$ cat config.mk
export PLATFORM = sky130hd
export DESIGN_NAME = ps2_ascii_fsm
export DESIGN_NICKNAME = d
export VERILOG_FILES = /design/src/rtl/ps2_ascii_fsm.sv
export SDC_FILE = /design/constraint.sdc
export NUM_CORES = 1
export LEC_CHECK = 0
export CORE_MARGIN = 8
export CORE_UTILIZATION = 59
export CTS_CLUSTER_SIZE = 10
export DETAILED_ROUTE_END_ITERATION = 8
export HOLD_SLACK_MARGIN = 0.1
export PLACE_DENSITY = 0.76
export SYNTH_ARGS = -nofsm -noshare
export SYNTH_HDL_FRONTEND = slang
export SYNTH_SLANG_ARGS = --single-unit
$ cat constraint.sdc
create_clock -name clk -period 4.79 [get_ports clk]
set_input_delay 0.958 -clock clk [delete_from_list [all_inputs] [get_ports clk]]
set_output_delay 0.958 -clock clk [all_outputs]
set_load 0.01 [all_outputs]
$ cat src/rtl/ps2_ascii_fsm.sv
// PS/2 keyboard receiver with scan-code-set-2 to ASCII (US layout) decoder.
// Synchronizes the PS/2 lines, assembles 11-bit frames, tracks make/break,
// extended prefix, Shift and CapsLock, and presents the held key as ASCII.
// Optional feature macro: PS2_PARITY_CHECK_EN (drop frames with bad parity/stop).
module ps2_ascii_fsm #(
  parameter int unsigned TIMEOUT_CYCLES = 50000
) (
  input  logic       clk,
  input  logic       rst,
  input  logic       ps2_clk,
  input  logic       data,
  output logic [7:0] asc,
  output logic       en
);

  typedef enum logic [1:0] {S_IDLE, S_DATA, S_PARITY, S_STOP} frame_state_t;

  localparam int unsigned TW = $clog2(TIMEOUT_CYCLES + 1);

  frame_state_t state, state_next;
  logic [2:0]    clk_sync, dat_sync;
  logic          clk_prev;
  logic          fall, bit_in, timeout, frame_ok;
  logic [TW-1:0] timer;
  logic [2:0]    bit_cnt;
  logic [7:0]    shreg, byte_reg;
  logic          byte_valid;
  logic          ext_flag, brk_flag, shift_on, caps_on, held;
  logic [7:0]    held_code;

  assign fall    = clk_prev & ~clk_sync[2];
  assign bit_in  = dat_sync[2];
  assign timeout = (state != S_IDLE) && !fall && (timer == TW'(TIMEOUT_CYCLES - 1));
  assign en      = held;

`ifdef PS2_PARITY_CHECK_EN
  logic par_bit;
  assign frame_ok = bit_in & (^{shreg, par_bit});
  // Parity bit capture, only needed when frames are validated
  always_ff @(posedge clk or negedge rst) begin
    if (!rst) par_bit <= 1'b0;
    else if (fall && state == S_PARITY) par_bit <= bit_in;
  end
`else
  assign frame_ok = 1'b1;
`endif

  // Scan code to ASCII; letters follow Shift XOR Caps, everything else Shift only
  function automatic logic [7:0] map_code(input logic [7:0] c, input logic sh, input logic cp);
    logic [7:0] lo, hi;
    logic       letter;
    lo = '0; hi = '0; letter = 1'b0;
    case (c)
      8'h1C: begin lo = 8'h61; letter = 1'b1; end
      8'h32: begin lo = 8'h62; letter = 1'b1; end
      8'h21: begin lo = 8'h63; letter = 1'b1; end
      8'h23: begin lo = 8'h64; letter = 1'b1; end
      8'h24: begin lo = 8'h65; letter = 1'b1; end
      8'h2B: begin lo = 8'h66; letter = 1'b1; end
      8'h34: begin lo = 8'h67; letter = 1'b1; end
      8'h33: begin lo = 8'h68; letter = 1'b1; end
      8'h43: begin lo = 8'h69; letter = 1'b1; end
      8'h3B: begin lo = 8'h6A; letter = 1'b1; end
      8'h42: begin lo = 8'h6B; letter = 1'b1; end
      8'h4B: begin lo = 8'h6C; letter = 1'b1; end
      8'h3A: begin lo = 8'h6D; letter = 1'b1; end
      8'h31: begin lo = 8'h6E; letter = 1'b1; end
      8'h44: begin lo = 8'h6F; letter = 1'b1; end
      8'h4D: begin lo = 8'h70; letter = 1'b1; end
      8'h15: begin lo = 8'h71; letter = 1'b1; end
      8'h2D: begin lo = 8'h72; letter = 1'b1; end
      8'h1B: begin lo = 8'h73; letter = 1'b1; end
      8'h2C: begin lo = 8'h74; letter = 1'b1; end
      8'h3C: begin lo = 8'h75; letter = 1'b1; end
      8'h2A: begin lo = 8'h76; letter = 1'b1; end
      8'h1D: begin lo = 8'h77; letter = 1'b1; end
      8'h22: begin lo = 8'h78; letter = 1'b1; end
      8'h35: begin lo = 8'h79; letter = 1'b1; end
      8'h1A: begin lo = 8'h7A; letter = 1'b1; end
      8'h45: begin lo = 8'h30; hi = 8'h29; end
      8'h16: begin lo = 8'h31; hi = 8'h21; end
      8'h1E: begin lo = 8'h32; hi = 8'h40; end
      8'h26: begin lo = 8'h33; hi = 8'h23; end
      8'h25: begin lo = 8'h34; hi = 8'h24; end
      8'h2E: begin lo = 8'h35; hi = 8'h25; end
      8'h36: begin lo = 8'h36; hi = 8'h5E; end
      8'h3D: begin lo = 8'h37; hi = 8'h26; end
      8'h3E: begin lo = 8'h38; hi = 8'h2A; end
      8'h46: begin lo = 8'h39; hi = 8'h28; end
      8'h4E: begin lo = 8'h2D; hi = 8'h5F; end
      8'h55: begin lo = 8'h3D; hi = 8'h2B; end
      8'h54: begin lo = 8'h5B; hi = 8'h7B; end
      8'h5B: begin lo = 8'h5D; hi = 8'h7D; end
      8'h5D: begin lo = 8'h5C; hi = 8'h7C; end
      8'h4C: begin lo = 8'h3B; hi = 8'h3A; end
      8'h52: begin lo = 8'h27; hi = 8'h22; end
      8'h41: begin lo = 8'h2C; hi = 8'h3C; end
      8'h49: begin lo = 8'h2E; hi = 8'h3E; end
      8'h4A: begin lo = 8'h2F; hi = 8'h3F; end
      8'h0E: begin lo = 8'h60; hi = 8'h7E; end
      8'h29: begin lo = 8'h20; hi = 8'h20; end
      8'h5A: begin lo = 8'h0D; hi = 8'h0D; end
      8'h66: begin lo = 8'h08; hi = 8'h08; end
      8'h0D: begin lo = 8'h09; hi = 8'h09; end
      default: begin lo = '0; hi = '0; end
    endcase
    if (letter) return (sh ^ cp) ? (lo - 8'h20) : lo;
    return sh ? hi : lo;
  endfunction

  // Three-flop synchronizers and falling-edge history; lines idle high
  always_ff @(posedge clk or negedge rst) begin
    if (!rst) begin
      clk_sync <= '1;
      dat_sync <= '1;
      clk_prev <= 1'b1;
    end else begin
      clk_sync <= {clk_sync[1:0], ps2_clk};
      dat_sync <= {dat_sync[1:0], data};
      clk_prev <= clk_sync[2];
    end
  end

  // Frame state register
  always_ff @(posedge clk or negedge rst) begin
    if (!rst) state <= S_IDLE;
    else      state <= state_next;
  end

  // Frame next-state: advances on falling edges, timeout forces IDLE
  always_comb begin
    state_next = state;
    if (timeout) begin
      state_next = S_IDLE;
    end else if (fall) begin
      case (state)
        S_IDLE:   if (!bit_in) state_next = S_DATA;
        S_DATA:   if (bit_cnt == 3'd7) state_next = S_PARITY;
        S_PARITY: state_next = S_STOP;
        S_STOP:   state_next = S_IDLE;
        default:  state_next = S_IDLE;
      endcase
    end
  end

  // Frame datapath: inactivity timer, bit shifter, byte hand-off
  always_ff @(posedge clk or negedge rst) begin
    if (!rst) begin
      timer      <= '0;
      bit_cnt    <= '0;
      shreg      <= '0;
      byte_reg   <= '0;
      byte_valid <= 1'b0;
    end else begin
      byte_valid <= 1'b0;
      if (state == S_IDLE || fall) timer <= '0;
      else                         timer <= timer + TW'(1);
      if (fall) begin
        case (state)
          S_IDLE: bit_cnt <= '0;
          S_DATA: begin
            shreg   <= {bit_in, shreg[7:1]};
            bit_cnt <= bit_cnt + 3'd1;
          end
          S_STOP: begin
            byte_reg   <= shreg;
            byte_valid <= frame_ok;
          end
          default: ;
        endcase
      end
    end
  end

  // Byte decoder: prefix flags, modifiers, held-key tracking, registered outputs
  always_ff @(posedge clk or negedge rst) begin
    if (!rst) begin
      ext_flag  <= 1'b0;
      brk_flag  <= 1'b0;
      shift_on  <= 1'b0;
      caps_on   <= 1'b0;
      held      <= 1'b0;
      held_code <= '0;
      asc       <= '0;
    end else if (byte_valid) begin
      if (byte_reg == 8'hE0) begin
        ext_flag <= 1'b1;
      end else if (byte_reg == 8'hF0) begin
        brk_flag <= 1'b1;
      end else begin
        ext_flag <= 1'b0;
        brk_flag <= 1'b0;
        if (!ext_flag) begin
          if (byte_reg == 8'h12 || byte_reg == 8'h59) begin
            shift_on <= !brk_flag;
          end else if (byte_reg == 8'h58) begin
            if (!brk_flag) caps_on <= !caps_on;
          end else if (brk_flag) begin
            if (held && held_code == byte_reg) begin
              held <= 1'b0;
              asc  <= '0;
            end
          end else if (map_code(byte_reg, shift_on, caps_on) != 8'h00) begin
            asc       <= map_code(byte_reg, shift_on, caps_on);
            held      <= 1'b1;
            held_code <= byte_reg;
          end
        end
      end
    end
  end

endmodule

Yosys cells after proc, flatten, opt, wreduce, memory -nomap -nowiden
Index checks and enable logic that the tools add are counted.
Word-level totals
  bits in registers: 66
  latch bits: 0
  bits in writable memories: 0
  bits in read-only memories: 0
  input port bits: 4
  output and inout bits: 9
  word-level logic and storage cells: 203
  memories kept: 0
Cells by class
  $add $sub $neg: 4
  $mul: 0
  div/mod/pow operators: 0
  $lt $le $gt $ge: 0
  eq/ne operators: 66
  shift operators: 0
  multiplexer cells: 83
  bitwise operators: 9
  reduce and logical (&&, ||, !) cells: 25
Operator list (number)
  $pmux 7 s51: 1
  $mux 8: 33
  $eq 8x6->1 const B: 23
  $pmux 7 s25: 1
  $eq 8x7->1 const B: 21
  $eq 8x5->1 const B: 8
  $mux 1: 41
  $reduce_or 26->1: 1
  $add 16x1->16 const B: 1
  $eq 16x16->1 const B: 1
  $eq 8x4->1 const B: 2
  $eq 8x8->1 const B: 2
  $mux 16: 1
  $reduce_and 8->1: 2
  $sub 8x6->8 const B: 2
  $reduce_and 2->1: 5
  $eq 8x8->1: 1
  $mux 2: 4
  $pmux 2 s4: 1
  $reduce_bool 2->1: 4
  $reduce_bool 8->1: 1
  $not 1->1: 7
  $reduce_and 7->1: 1
  $ne 3x3->1 const B: 2
  15 further kinds: 21

Longest topological paths before layout
Gate-level depths: netlist of the first run.
  word-level depth: 47
  mapped depth: 12
  depth with buffers taken out: 9

Worst setup path before layout of the first run
OpenSTA, ideal clock, no wires.
  path kind: reg-to-reg
  from: register byte_reg[5]
  to: register asc[7]
  library setup time: 0.083 ns
  arrival time: 2.587 ns
  data required time: 4.707 ns
  slack: 2.120 ns
  stages on the path, launching flop included: 13
  buffers on the path: 3
  period minus slack after synthesis: 2.670 ns
  cells stage by stage: dfrtp_1 -> buf_2 -> and4bb_2 -> buf_4 -> nand3_1 -> o311ai_1 -> or4_1 -> buf_6 -> nor4_1 -> ha_1 -> inv_1 -> a211o_1 -> o21ai_0
On the way
  cells in the longest elaborated chain, start to end: 29
  elaborated cells between the ends (all ways): 136
  classes of those cells: add/sub: 2; eq/ne: 58; mux: 66; bitwise: 4; reduce/logical: 6
Ends and longest elaborated chain
  start: declaration: line 26  | logic [7:0] shreg, byte_reg;
  start signal: assignment: line 166  | byte_reg <= shreg;
  $eq 8x5->1, or another cell as far along: line 53  | case (c)
  $reduce_or 26->1 (no line)
  $mux 1: line 53
  $mux 1: line 198  | end else if (brk_flag) begin
  $mux 1: line 196  | end else if (byte_reg == 8'h58) begin
  $mux 1: line 194  | if (byte_reg == 8'h12 || byte_reg == 8'h59) begin
  $mux 1: line 193  | if (!ext_flag) begin
  $mux 1: line 188  | end else if (byte_reg == 8'hF0) begin
  [... 13 more ...]
  $mux 8: line 194
  $mux 8: line 193
  $mux 8: line 188
  $mux 8: line 186  | if (byte_reg == 8'hE0) begin
  $mux 8: line 185  | end else if (byte_valid) begin
  $reduce_bool 8->1: line 203  | end else if (map_code(byte_reg, shift_on, caps_on) != 8'h00) begin
  $reduce_bool 2->1 (no line)
  $reduce_and 8->1 (no line)
  end signal: assignment: line 204  | asc <= map_code(byte_reg, shift_on, caps_on);
  end: declaration: line 12  | output logic [7:0] asc,
Parallel ways exist; a longest one is shown, timed or not. The select of a mux whose other input is x is not followed.
A chain may end at the register's enable or synchronous reset.

Final worst setup path of the first run
  from: register byte_reg[3]
  to: register held_code[5]
On the way
  cells in the longest elaborated chain, start to end: 28
  elaborated cells between the ends (all ways): 101
  classes of those cells: add/sub: 1; eq/ne: 56; mux: 36; bitwise: 4; reduce/logical: 4
Ends and longest elaborated chain
  $eq 8x5->1, or another cell as far along: line 53
  $reduce_or 26->1 (no line)
  $mux 1: line 53
  $mux 1: line 198
  $mux 1: line 196
  $mux 1: line 194
  $mux 1: line 193
  $mux 1: line 188
  [... 12 more ...]
  $mux 8: line 196
  $mux 8: line 194
  $mux 8: line 193
  $mux 8: line 188
  $mux 8: line 186
  $mux 8: line 185
  $reduce_bool 8->1: line 203
  $reduce_and 8->1 (no line) (*)
  end signal: assignment: line 206  | held_code <= byte_reg;
  end: declaration: line 29  | logic [7:0] held_code;
Mark *: on every way between the ends. The rest lies on a longest branch, timed or not. The select of a mux whose other input is x is not followed.

==> parameters.txt, run 1 <==
Parameter                              Value

Layout
  Most frequent standard cell in the layout excluding fill and tap cells    dfrtp_1
  Diode count    0
  Fin area    4640 um2
  Largest register by flop count    timer
  # fillers    ~620
  Sequential cell area in the final layout    ~1700 um2
  Relative area change from synthesis to final layout    8.57%
  Nets    483
  Largest register FFs    16
  Utilization after layout    0.651
  Area taken by multi-input logic gates    2370 um2
  Most frequent cells in the layout    dfrtp_1, nand2_1, o21ai_0
  Layout cells sized above 1    0.132

Synth
  Asr flop ratio synth    1.00
  Largest cells by area after synthesis    dfrtp_1, dfstp_2, o21ai_0, nand2_1, mux2_2
  Synthesized instance count    472
  Synth cell types    71
  Proportion of synthesized chip area in sequential cells    0.388
  Leading area contributor after synthesis    dfrtp_1
  Prevailing post-synth register cell    dfrtp_1
  Total of flip-flops plus latches after synthesis    66
  Syn avg cell area    roughly 9.1 um2
  Area share of the largest cell type after synthesis    0.345
  Number of enable-type register cells in the synthesized netlist    0
  Syn Nets    between 400 and 500
  Number of warnings issued by yosys    0
  Netlist area before placement    4280 um2

Global routing
  Initial antenna violation count    0
  Total congestion overflow    0
  Global-route wire length before repair    around 19 mm
  Via count of the first global-routing pass    3686
  GRT Overall Usage    0.237
  Maximum number of pins on one net before global-route repair    67

Critical path
  Endpoint required time on the critical path    5.04 ns
  Worst r2r src    byte_reg[3]$_DFFE_PN0P_
  CP Capture Type    register
  Reg2Reg Depth    9
  Worst path arrival time    ~3.7 ns
  Reg-to-reg endpoint    held_code[5]$_DFFE_PN0P_
  Slack of the worst reg-to-reg path    between 1 and 1.5 ns
  Startpoint of the most critical setup path    byte_reg[3]$_DFFE_PN0P_
  Worst Path Max Fanout    23
  Kind of start point of the critical path    register
  Category of the most critical setup path    reg2reg
  Critical Path Sink    held_code[5]$_DFFE_PN0P_

Power
  Cell area power density    roughly 420 nW/um2
  Maximum resistive drop on vdd    around 340 uV
  Sequential Power Share    0.430
  Share of total power in combinational logic    0.301
  Total power consumption of the routed design    between 0.0015 and 0.002 W
  Net switching component of the power    ~0.00077 W
  Leak Pwr    just under 2 nW
  Internal Dissipation    roughly 0.0012 W
  Switching part of the total power    0.392
  Clock network power share    0.268

Die
  Core area    ~7100 um2
  Die height    roughly 100 um
  Starting density of the core    0.599
  Die area    slightly above 10000 um2
  Top Ports    13
  Number of cell rows    31
  Width of the chip    roughly 100 um

Clocking
  CTS clock-pin slew for the worst setup and hold paths    0.07 ns
  Number of buffers inserted to repair setup after CTS    0
  Clock tree from TritonCTS    yes
  # hold bufs at CTS    0
  Count of H-tree levels built during CTS    3
  Cts bufs inserted    9
  Number of clock sinks seen by CTS    between 60 and 70
  Maximum clock insertion buffer count    2
  PostCTS Resize Cnt    0
  Clock latency of the later-clocked register in the worst-skew pair    0.34 ns
  Library cell used as clock root buffer    clkbuf_8

STA
  Ratio of final minimum period to clock period    0.726
  Final Hold Fails    0
  Setup skew after layout    slightly above 0.007 ns
  Unrepaired setup endpoints after global routing    false
  Pins over their slew limit    0
  Hold WS    about 0.36 ns
  Total negative slack    0 ns
  FMAX    about 290 MHz
  Final count of negative-setup-slack endpoints    0
  Final critical path time including I/O delays and setup    ~3.5 ns
  Slew at the pin with the worst max-slew slack    between 1 and 1.5 ns
  Headroom to the max-slew limit    0.230

Detailed routing
  DRC violations left    0
  DRC violation total after the first TritonRoute iteration    about 330
  Routed Wire Length    about 12 mm
  Via count    3798
  Avg Vias per Cell    6.61
  Mean routed wirelength per cell    slightly above 20 um
  Pre-antenna DRT Iters    5
  Antenna viol nets, final    0

Placement
  HPWL after detailed placement    ~7.7 mm
  Placement Cell Area    approximately 4400 um2
  Total of buffers placed on input and output ports    12
  Global placer's final weighted congestion    1.02

Run
  Number of maximum-capacitance violations    0

Outcome
  Outcome    finished, final reports clean

Worst hold path
  Type of the tightest min-delay check    reg2reg
through the flow:
stage / std cells / setup WS [ns]
4_1_cts: 575 / 1.36
3_5_place_dp: 559 / 1.39
5_1_grt: 575 / 1.11
2_1_floorplan: 472 / 2.12
6_report: 575 / 1.31
3_3_place_gp: 559 / 1.41
power groups by stage:
stage | Clock (W) | Combinational (W) | Sequential (W)
after CTS | 0.000539 | 0.000578 | 0.000843
after floorplan | 0 | 0.000542 | 0.000712
after global routing | 0.000561 | 0.000643 | 0.000868
final | 0.000528 | 0.000594 | 0.000848
after detailed placement | 0 | 0.000574 | 0.000852
after global placement | 0 | 0.000569 | 0.000846
area by class of cell:
cell class,instances,share of cell area
tap,99,0.0267
inverter,16,0.0129
multi-input combinational,354,0.510
clock inverter,6,0.0194
timing repair buffer,24,0.0442
sequential,66,0.358
clock buffer,10,0.0296
cell usage after synthesis (5+ instances only):
| master | instances |
|---|---|
| o211ai_1 | 9 |
| inv_1 | 15 |
| o21ai_0 | 36 |
| dfrtp_1 | 59 |
| xnor2_1 | 8 |
| dfstp_2 | 7 |
| xor2_1 | 12 |
| nand2b_1 | 7 |
| a21oi_1 | 20 |
| nand4_1 | 8 |
| a32o_1 | 6 |
| or3_1 | 8 |
| nor4_1 | 5 |
| nand2_1 | 43 |
| nor2_1 | 31 |
| buf_1 | 5 |
| nor2b_1 | 9 |
| ha_1 | 8 |
| nor4b_1 | 5 |
| mux2_2 | 14 |
| clkbuf_1 | 10 |
| nand3_1 | 24 |
| buf_2 | 12 |
| nor3_1 | 8 |
| buf_4 | 5 |
cells by family (layout without fill, tap and decap cells):
logic type,Yosys count,in the layout,share of synthesized area
simple gates,187,187,0.246
fa+ha+maj,8,8,0.0234
compound gates,122,122,0.197
mux,17,17,0.0439
xor+xnor,20,20,0.0410
flops,66,66,0.388
buf+inv,52,56,0.0606
how the worst min path moves through the flow:
stage	from	end	depth (start not counted)
CTS	dat_sync[0]$_DFF_PN1_	dat_sync[1]$_DFF_PN1_	0
global placement	dat_sync[0]$_DFF_PN1_	dat_sync[1]$_DFF_PN1_	0
global route	dat_sync[0]$_DFF_PN1_	dat_sync[1]$_DFF_PN1_	0
detailed placement	dat_sync[0]$_DFF_PN1_	dat_sync[1]$_DFF_PN1_	0
finish	dat_sync[0]$_DFF_PN1_	dat_sync[1]$_DFF_PN1_	0
floorplan	clk_sync[0]$_DFF_PN1_	clk_sync[1]$_DFF_PN1_	0
routing by layer:
layer	wire length (um)	share of wire	track usage
met2	5670	0.49	0.392
met1	4600	0.40	0.285
met4	549	0.047	0.126
met3	761	0.066	0.0474
met5	0	0	0
critical path, stage by stage, from the launching register on:
cell and delay, ns:
dfrtp_1 0.67, buf_4 0.34, nor2b_1 0.25, nand3_1 0.17, o311ai_1 0.16, or4_1 0.69, o31ai_4 0.67, buf_4 0.28
nand2_1 0.06, o21ai_0 0.07
Power figures use the tool's default switching activity.
==> inputs of run 2 (changes only) <==
--- a/config.mk
+++ b/config.mk
@@ -6,7 +6,7 @@
 export NUM_CORES = 1
 export LEC_CHECK = 0
 export CORE_MARGIN = 8
-export CORE_UTILIZATION = 59
+export CORE_UTILIZATION = 56
 export CTS_CLUSTER_SIZE = 10
 export DETAILED_ROUTE_END_ITERATION = 8
 export HOLD_SLACK_MARGIN = 0.1
==> constraint.sdc (replaced) <==
create_clock -name clk -period 2.9 [get_ports clk]
set_input_delay 0.58 -clock clk [delete_from_list [all_inputs] [get_ports clk]]
set_output_delay 0.58 -clock clk [all_outputs]
set_load 0.01 [all_outputs]
==> run 2 against run 1 <==
Non-clock buffer count is 71 higher. Count of clock-buffer cells in the layout is 1 lower. Clock skew is 0.0068 ns higher. Cell area is 14% higher. Sequential share of layout area is 4.2 points lower. Combinational power is 140% higher. Hold slack worse by 0.068 ns. Via count is 9.6% higher. Register-to-register slack worse by 1.3 ns. Critical path type unchanged. Critical endpoint is now held_code[6]$_DFFE_PN0P_. Largest cell class unchanged.
==> parameters.txt, run 2 (synthesis results as in run 1) <==
Parameter                              Value

Critical path
  Reg2Reg Depth    11
  Ordered list of cells on the worst path    buf_4, buf_4, nor4bb_1, buf_4, a32o_1, a21oi_1, nand4_1, buf_4, o31ai_4, buf_12, mux2_2
  Worst path arrival time    between 3 and 4 ns
  Category of the most critical setup path    reg2reg
  Total number of cells along the worst setup path    11
  Worst r2r src    byte_reg[4]$_DFFE_PN0P_
  Most prevalent standard cell on the critical path    buf_4
  Endpoint required time on the critical path    3.13 ns
  Worst Path Max Fanout    8
  Reg-to-reg endpoint    held_code[6]$_DFFE_PN0P_
  Highest-delay cell along the critical path    dfrtp_2
  Kind of start point of the critical path    register
  Count of buffer and inverter cells on the critical path    5
  CP Capture Type    register
  Family with the most delay on the worst path    buffers and inverters
  Slack of the worst reg-to-reg path    just under 0.05 ns
  Maximum single-stage delay on the critical path    between 0.4 and 0.5 ns

STA
  FMAX    351 MHz
  Hold WS    roughly 0.29 ns
  Ratio of final minimum period to clock period    0.983
  Final Hold Fails    0
  Pins over their slew limit    0
  Final critical path time including I/O delays and setup    around 2.9 ns
  Headroom to the max-slew limit    0.504
  Slew at the pin with the worst max-slew slack    0.744 ns
  Final critical-path setup slack    slightly below 0.05 ns
  Final count of negative-setup-slack endpoints    0
  Setup skew after layout    around 0.014 ns

Global routing
  Maximum number of pins on one net before global-route repair    34
  Total congestion overflow    0
  Met2 track demand over resource    0.446
  Global-route track usage on met1    0.309
  Via count of the first global-routing pass    ~4200
  Global routing met3 resource utilization    0.0455
  GRT Overall Usage    0.266
  Initial antenna violation count    0
  Global-route wire length before repair    21.6 mm
  Most heavily used metal layer in global routing    met2

Detailed routing
  Pre-antenna DRT Iters    5
  Antenna viol nets, final    0
  Via count    4161
  Routed Wire Length    13.1 mm
  DRC violations left    0
  Avg Vias per Cell    between 6 and 7
  Mean routed wirelength per cell    20.2 um
  DRC violation total after the first TritonRoute iteration    349

Die
  Die height    just over 100 um
  Top Ports    13
  Core area    roughly 7600 um2
  Number of cell rows    32
  Width of the chip    ~100 um
  Starting density of the core    0.565
  Die area    10700 um2

Layout
  Most frequent standard cell in the layout excluding fill and tap cells    buf_4
  Layout cells sized above 1    0.277
  # fillers    about 550
  Largest register FFs    16
  Diode count    0
  Most frequent cells in the layout    buf_4, dfrtp_1, nand2_1
  Largest register by flop count    timer
  Nets    about 560
  Relative area change from synthesis to final layout    23.7%

Placement
  Worst slack after detailed placement    -0.331 ns
  Total of buffers placed on input and output ports    12
  Global placer's final weighted congestion    between 0.9 and 1
  HPWL after detailed placement    between 9 and 10 mm

Clocking
  Number of clock sinks seen by CTS    66
  # hold bufs at CTS    0
  Cts bufs inserted    9
  Count of H-tree levels built during CTS    3
  Library cell used as clock root buffer    clkbuf_8
  Clock tree from TritonCTS    yes
  Maximum clock insertion buffer count    2
  CTS clock-pin slew for the worst setup and hold paths    ~0.08 ns
  Clock latency of the later-clocked register in the worst-skew pair    roughly 0.35 ns

Power
  Share of total power in combinational logic    0.414
  Sequential Power Share    0.360
  Switching part of the total power    0.394
  Cell area power density    around 660 nW/um2
  Leak Pwr    2.31 nW
  Maximum resistive drop on vdd    around 600 uV
  Internal Dissipation    0.00212 W
  Net switching component of the power    about 0.0014 W
  Clock network power share    0.226

Outcome
  Outcome    finished, final reports clean

Run
  Number of maximum-capacitance violations    0

Worst hold path
  Type of the tightest min-delay check    in2async
-- run 2: cell types whose count changed in the layout (fill, tap and decap cells not counted), sizes merged --
cell / change
buf: +71
bufinv: -1
clkbuf: -1
inv: +2
o31ai: +1
-- run 2: power by group through the flow --
stage	Sequential (W)	Combinational, W	Clock (W)
2_1_floorplan	0.00118	0.000895	0
3_3_place_gp	0.00124	0.00133	0
3_5_place_dp	0.00126	0.00134	0
4_1_cts	0.00125	0.00137	0.000803
5_1_grt	0.00129	0.00156	0.000841
6_report	0.00126	0.00145	0.000789
-- run 2: worst reg2reg max path, delay by kind of cell (launching register included) --
kind / cells / cell delay (ns)
compound gates: 3 / 0.78
buf+inv: 5 / 0.85
flops: 1 / 0.45
mux: 1 / 0.33
simple gates: 2 / 0.33
-- run 2: metal layers --
layer / vias to the layer above / routed length (um)
li1: 1902 / -
met1: 1997 / 4990
met2: 205 / 6530
met3: 57 / 881
met4: 0 / 730
met5: - / 0
-- run 2: final cells by class --
class                   instances  area (um2)  area share
repair buffers                 95         788       0.149
well taps                     102         128      0.0241
inverters                      16        60.1      0.0114
clock buffers                   9         124      0.0234
clock inverters                 7        77.6      0.0147
multi-input cells             355        2440       0.462
flip-flops and latches         66        1670       0.315
-- run 2: what timing repair did --
action                     CTS  global route
setup endpoints to repair   17            16
pin swaps                    2             6
cloned                       1             0
resized for setup            8            14
setup buffers                4             7
-- run 2: metrics by stage --
stage | utilization | power, W | cells | area [um2] | TNS (ns)
after floorplan | - | 0.00207 | 472 | 4280 | 0
after global placement | 0.646 | 0.00258 | 622 | 4890 | -0.521
after detailed placement | 0.646 | 0.00260 | 622 | 4890 | -2.79
after CTS | 0.685 | 0.00342 | 643 | 5180 | 0
after global routing | 0.699 | 0.00369 | 650 | 5290 | -0.156
final | 0.699 | 0.00350 | 650 | 5290 | 0
-- run 2: how the worst max path moves through the flow --
stage	start	endpoint
after global placement	byte_reg[4]$_DFFE_PN0P_	held_code[1]$_DFFE_PN0P_
after CTS	byte_reg[7]$_DFFE_PN0P_	asc[0]$_DFFE_PN0P_
after detailed placement	byte_reg[4]$_DFFE_PN0P_	held_code[6]$_DFFE_PN0P_
final	byte_reg[4]$_DFFE_PN0P_	held_code[6]$_DFFE_PN0P_
after global routing	byte_reg[4]$_DFFE_PN0P_	held_code[6]$_DFFE_PN0P_
after floorplan	byte_reg[5]$_DFFE_PN0P_	asc[7]$_DFFE_PN0P_
==> inputs of run 3 (changes only) <==
==> constraint.sdc (replaced) <==
create_clock -name clk -period 2.9 [get_ports clk]
set_input_delay 0.58 -clock clk [delete_from_list [all_inputs] [get_ports clk]]
set_output_delay 0.58 -clock clk [all_outputs]
set_load 0.1 [all_outputs]
==> run 3 against run 2 <==
Non-clock buffer count shrank 31. Maximum frequency grew 1.1%. Setup slack gained 0.030 ns. Flip-flop and latch count is the same. Register-to-register slack gained 0.03 ns. Hold slack gained 0.061 ns. Count of clock-buffer cells in the layout grew 1. Combinational power shrank 7%. Final cell count shrank 4.9%. Largest cell class unchanged.
==> parameters.txt, run 3 (synthesis results as in run 1) <==
Parameter                              Value

Outcome
  Outcome    finished, final reports clean

Die
  Core area    roughly 7600 um2
  Die height    103 um
  Starting density of the core    0.565
  Top Ports    13
  Number of cell rows    32
  Die area    approximately 11000 um2
  Width of the chip    between 100 and 150 um

Power
  Net switching component of the power    0.00133 W
  Cell area power density    ~730 nW/um2
  Total power consumption of the routed design    between 0.003 and 0.004 W
  Sequential Power Share    0.344
  Leak Pwr    about 2.2 nW
  Clock network power share    0.287
  Maximum resistive drop on vdd    around 650 uV
  Switching part of the total power    0.365
  Share of total power in combinational logic    0.369
  Internal Dissipation    0.00232 W

Critical path
  Worst path arrival time    3.04 ns
  Reg2Reg Depth    10
  Category of the most critical setup path    reg2reg
  CP Capture Type    register
  Endpoint required time on the critical path    around 3.1 ns
  Reg-to-reg endpoint    held_code[6]$_DFFE_PN0P_
  Slack of the worst reg-to-reg path    between 0.07 and 0.08 ns
  Worst r2r src    byte_reg[4]$_DFFE_PN0P_
  Critical Path Sink    held_code[6]$_DFFE_PN0P_
  Worst Path Max Fanout    25
  Startpoint of the most critical setup path    byte_reg[4]$_DFFE_PN0P_
  Kind of start point of the critical path    register

Detailed routing
  Total length of routed met3 wires    858 um
  Avg Vias per Cell    ~6.5
  Routed Wire Length    around 12 mm
  Antenna viol nets, final    0
  Mean routed wirelength per cell    roughly 20 um
  Routed metal-1 wirelength    roughly 4.9 mm
  DRC violations left    0
  Top layer in use    met4
  Via count    roughly 4000
  DRC violation total after the first TritonRoute iteration    between 300 and 400
  Pre-antenna DRT Iters    6
  Routed met2 length    approximately 6 mm

Placement
  Total of buffers placed on input and output ports    12
  Global placer's final weighted congestion    slightly above 1
  HPWL after detailed placement    8.83 mm
  Placed cells    600

Layout
  Largest register by flop count    timer
  Most frequent cells in the layout    buf_4, dfrtp_1, nand2_1
  # fillers    ~600
  Layout cells sized above 1    0.231
  Largest register FFs    16
  Diode count    0
  Non-filler instance count after layout    roughly 600
  Sequential cell area in the final layout    roughly 1700 um2
  Area taken by multi-input logic gates    roughly 2400 um2
  Most frequent standard cell in the layout excluding fill and tap cells    buf_4
  Relative area change from synthesis to final layout    17.1%
  Nets    between 500 and 600

STA
  Final Hold Fails    0
  Slew at the pin with the worst max-slew slack    about 0.80 ns
  Final critical path time including I/O delays and setup    2.82 ns
  Setup skew after layout    0.0111 ns
  Ratio of final minimum period to clock period    0.973
  Headroom to the max-slew limit    0.464
  Final count of negative-setup-slack endpoints    0
  FMAX    354 MHz
  Pins over their slew limit    0

Clocking
  Number of clock sinks seen by CTS    66
  Library cell used as clock root buffer    clkbuf_8
  Clock latency of the later-clocked register in the worst-skew pair    ~0.34 ns
  # hold bufs at CTS    0
  Clock tree from TritonCTS    yes
  Maximum clock insertion buffer count    2
  Cts bufs inserted    9
  CTS clock-pin slew for the worst setup and hold paths    0.08 ns
  Count of H-tree levels built during CTS    3

Global routing
  Maximum number of pins on one net before global-route repair    67
  GRT Overall Usage    0.247
  Via count of the first global-routing pass    roughly 4000
  Global-route wire length before repair    about 20 mm
  Total congestion overflow    0
  Initial antenna violation count    0

Worst hold path
  Type of the tightest min-delay check    reg2reg

Run
  Number of maximum-capacitance violations    0
run 3: worst min-delay path by stage:
stage / startpoint / to / slack (ns) / cells after the start
floorplan: rst / asc[0]$_DFFE_PN0P_ / 0.28 / 0
global placement: clk_sync[1]$_DFF_PN1_ / clk_sync[2]$_DFF_PN1_ / 0.35 / 0
detailed placement: dat_sync[1]$_DFF_PN1_ / dat_sync[2]$_DFF_PN1_ / 0.35 / 0
CTS: dat_sync[1]$_DFF_PN1_ / dat_sync[2]$_DFF_PN1_ / 0.35 / 0
global route: dat_sync[0]$_DFF_PN1_ / dat_sync[1]$_DFF_PN1_ / 0.36 / 0
finish: dat_sync[1]$_DFF_PN1_ / dat_sync[2]$_DFF_PN1_ / 0.35 / 0
run 3: power groups by stage:
stage | clock (W) | sequential, W | combinational [W]
finish | 0.00105 | 0.00126 | 0.00135
global route | 0.00110 | 0.00128 | 0.00145
floorplan | 0 | 0.00118 | 0.000895
CTS | 0.00107 | 0.00125 | 0.00129
detailed placement | 0 | 0.00127 | 0.00128
global placement | 0 | 0.00125 | 0.00128
run 3: repair_timing:
action	CTS	global route
hold endpoints to repair	0	0
resized for setup	0	10
setup endpoints to repair	0	8
buffers inserted	0	2
run 3: per-layer routing:
| layer | GRT usage | vias to the layer above |
|---|---|---|
| li1 | - | 1827 |
| met1 | 0.281 | 1918 |
| met2 | 0.399 | 196 |
| met3 | 0.0582 | 60 |
| met4 | 0.175 | 0 |
| met5 | 0 | - |
run 3: cell type report:
cell class	instances	share of cell area
clock buffers	10	0.0275
clock inverters	6	0.0275
inverters	16	0.0120
multi-input cells	354	0.475
flip-flops and latches	66	0.332
well taps	102	0.0255
repair buffers	64	0.0997
run 3: worst max-delay path: stages (launching register included):
cell and delay (ns):
dfrtp_2 0.47, buf_4 0.18, buf_4 0.16, nor4bb_1 0.14, buf_4 0.20, a32o_1 0.28
a21oi_1 0.23, nand4_1 0.23, o31ai_4 0.27, buf_12 0.19, mux2_2 0.34
run 3: stage by stage:
stage / setup slack (ns) / TNS (ns) / hold slack, ns / util / instance area (um2)
after floorplan: 0.230 / 0 / 0.284 / - / 4280
after CTS: 0.00823 / 0 / 0.354 / 0.656 / 4960
after global routing: -0.0183 / -0.0183 / 0.360 / 0.662 / 5010
final: 0.0789 / 0 / 0.349 / 0.662 / 5010
after detailed placement: 0.0274 / 0 / 0.348 / 0.619 / 4690
after global placement: 0.0948 / 0 / 0.346 / 0.619 / 4690
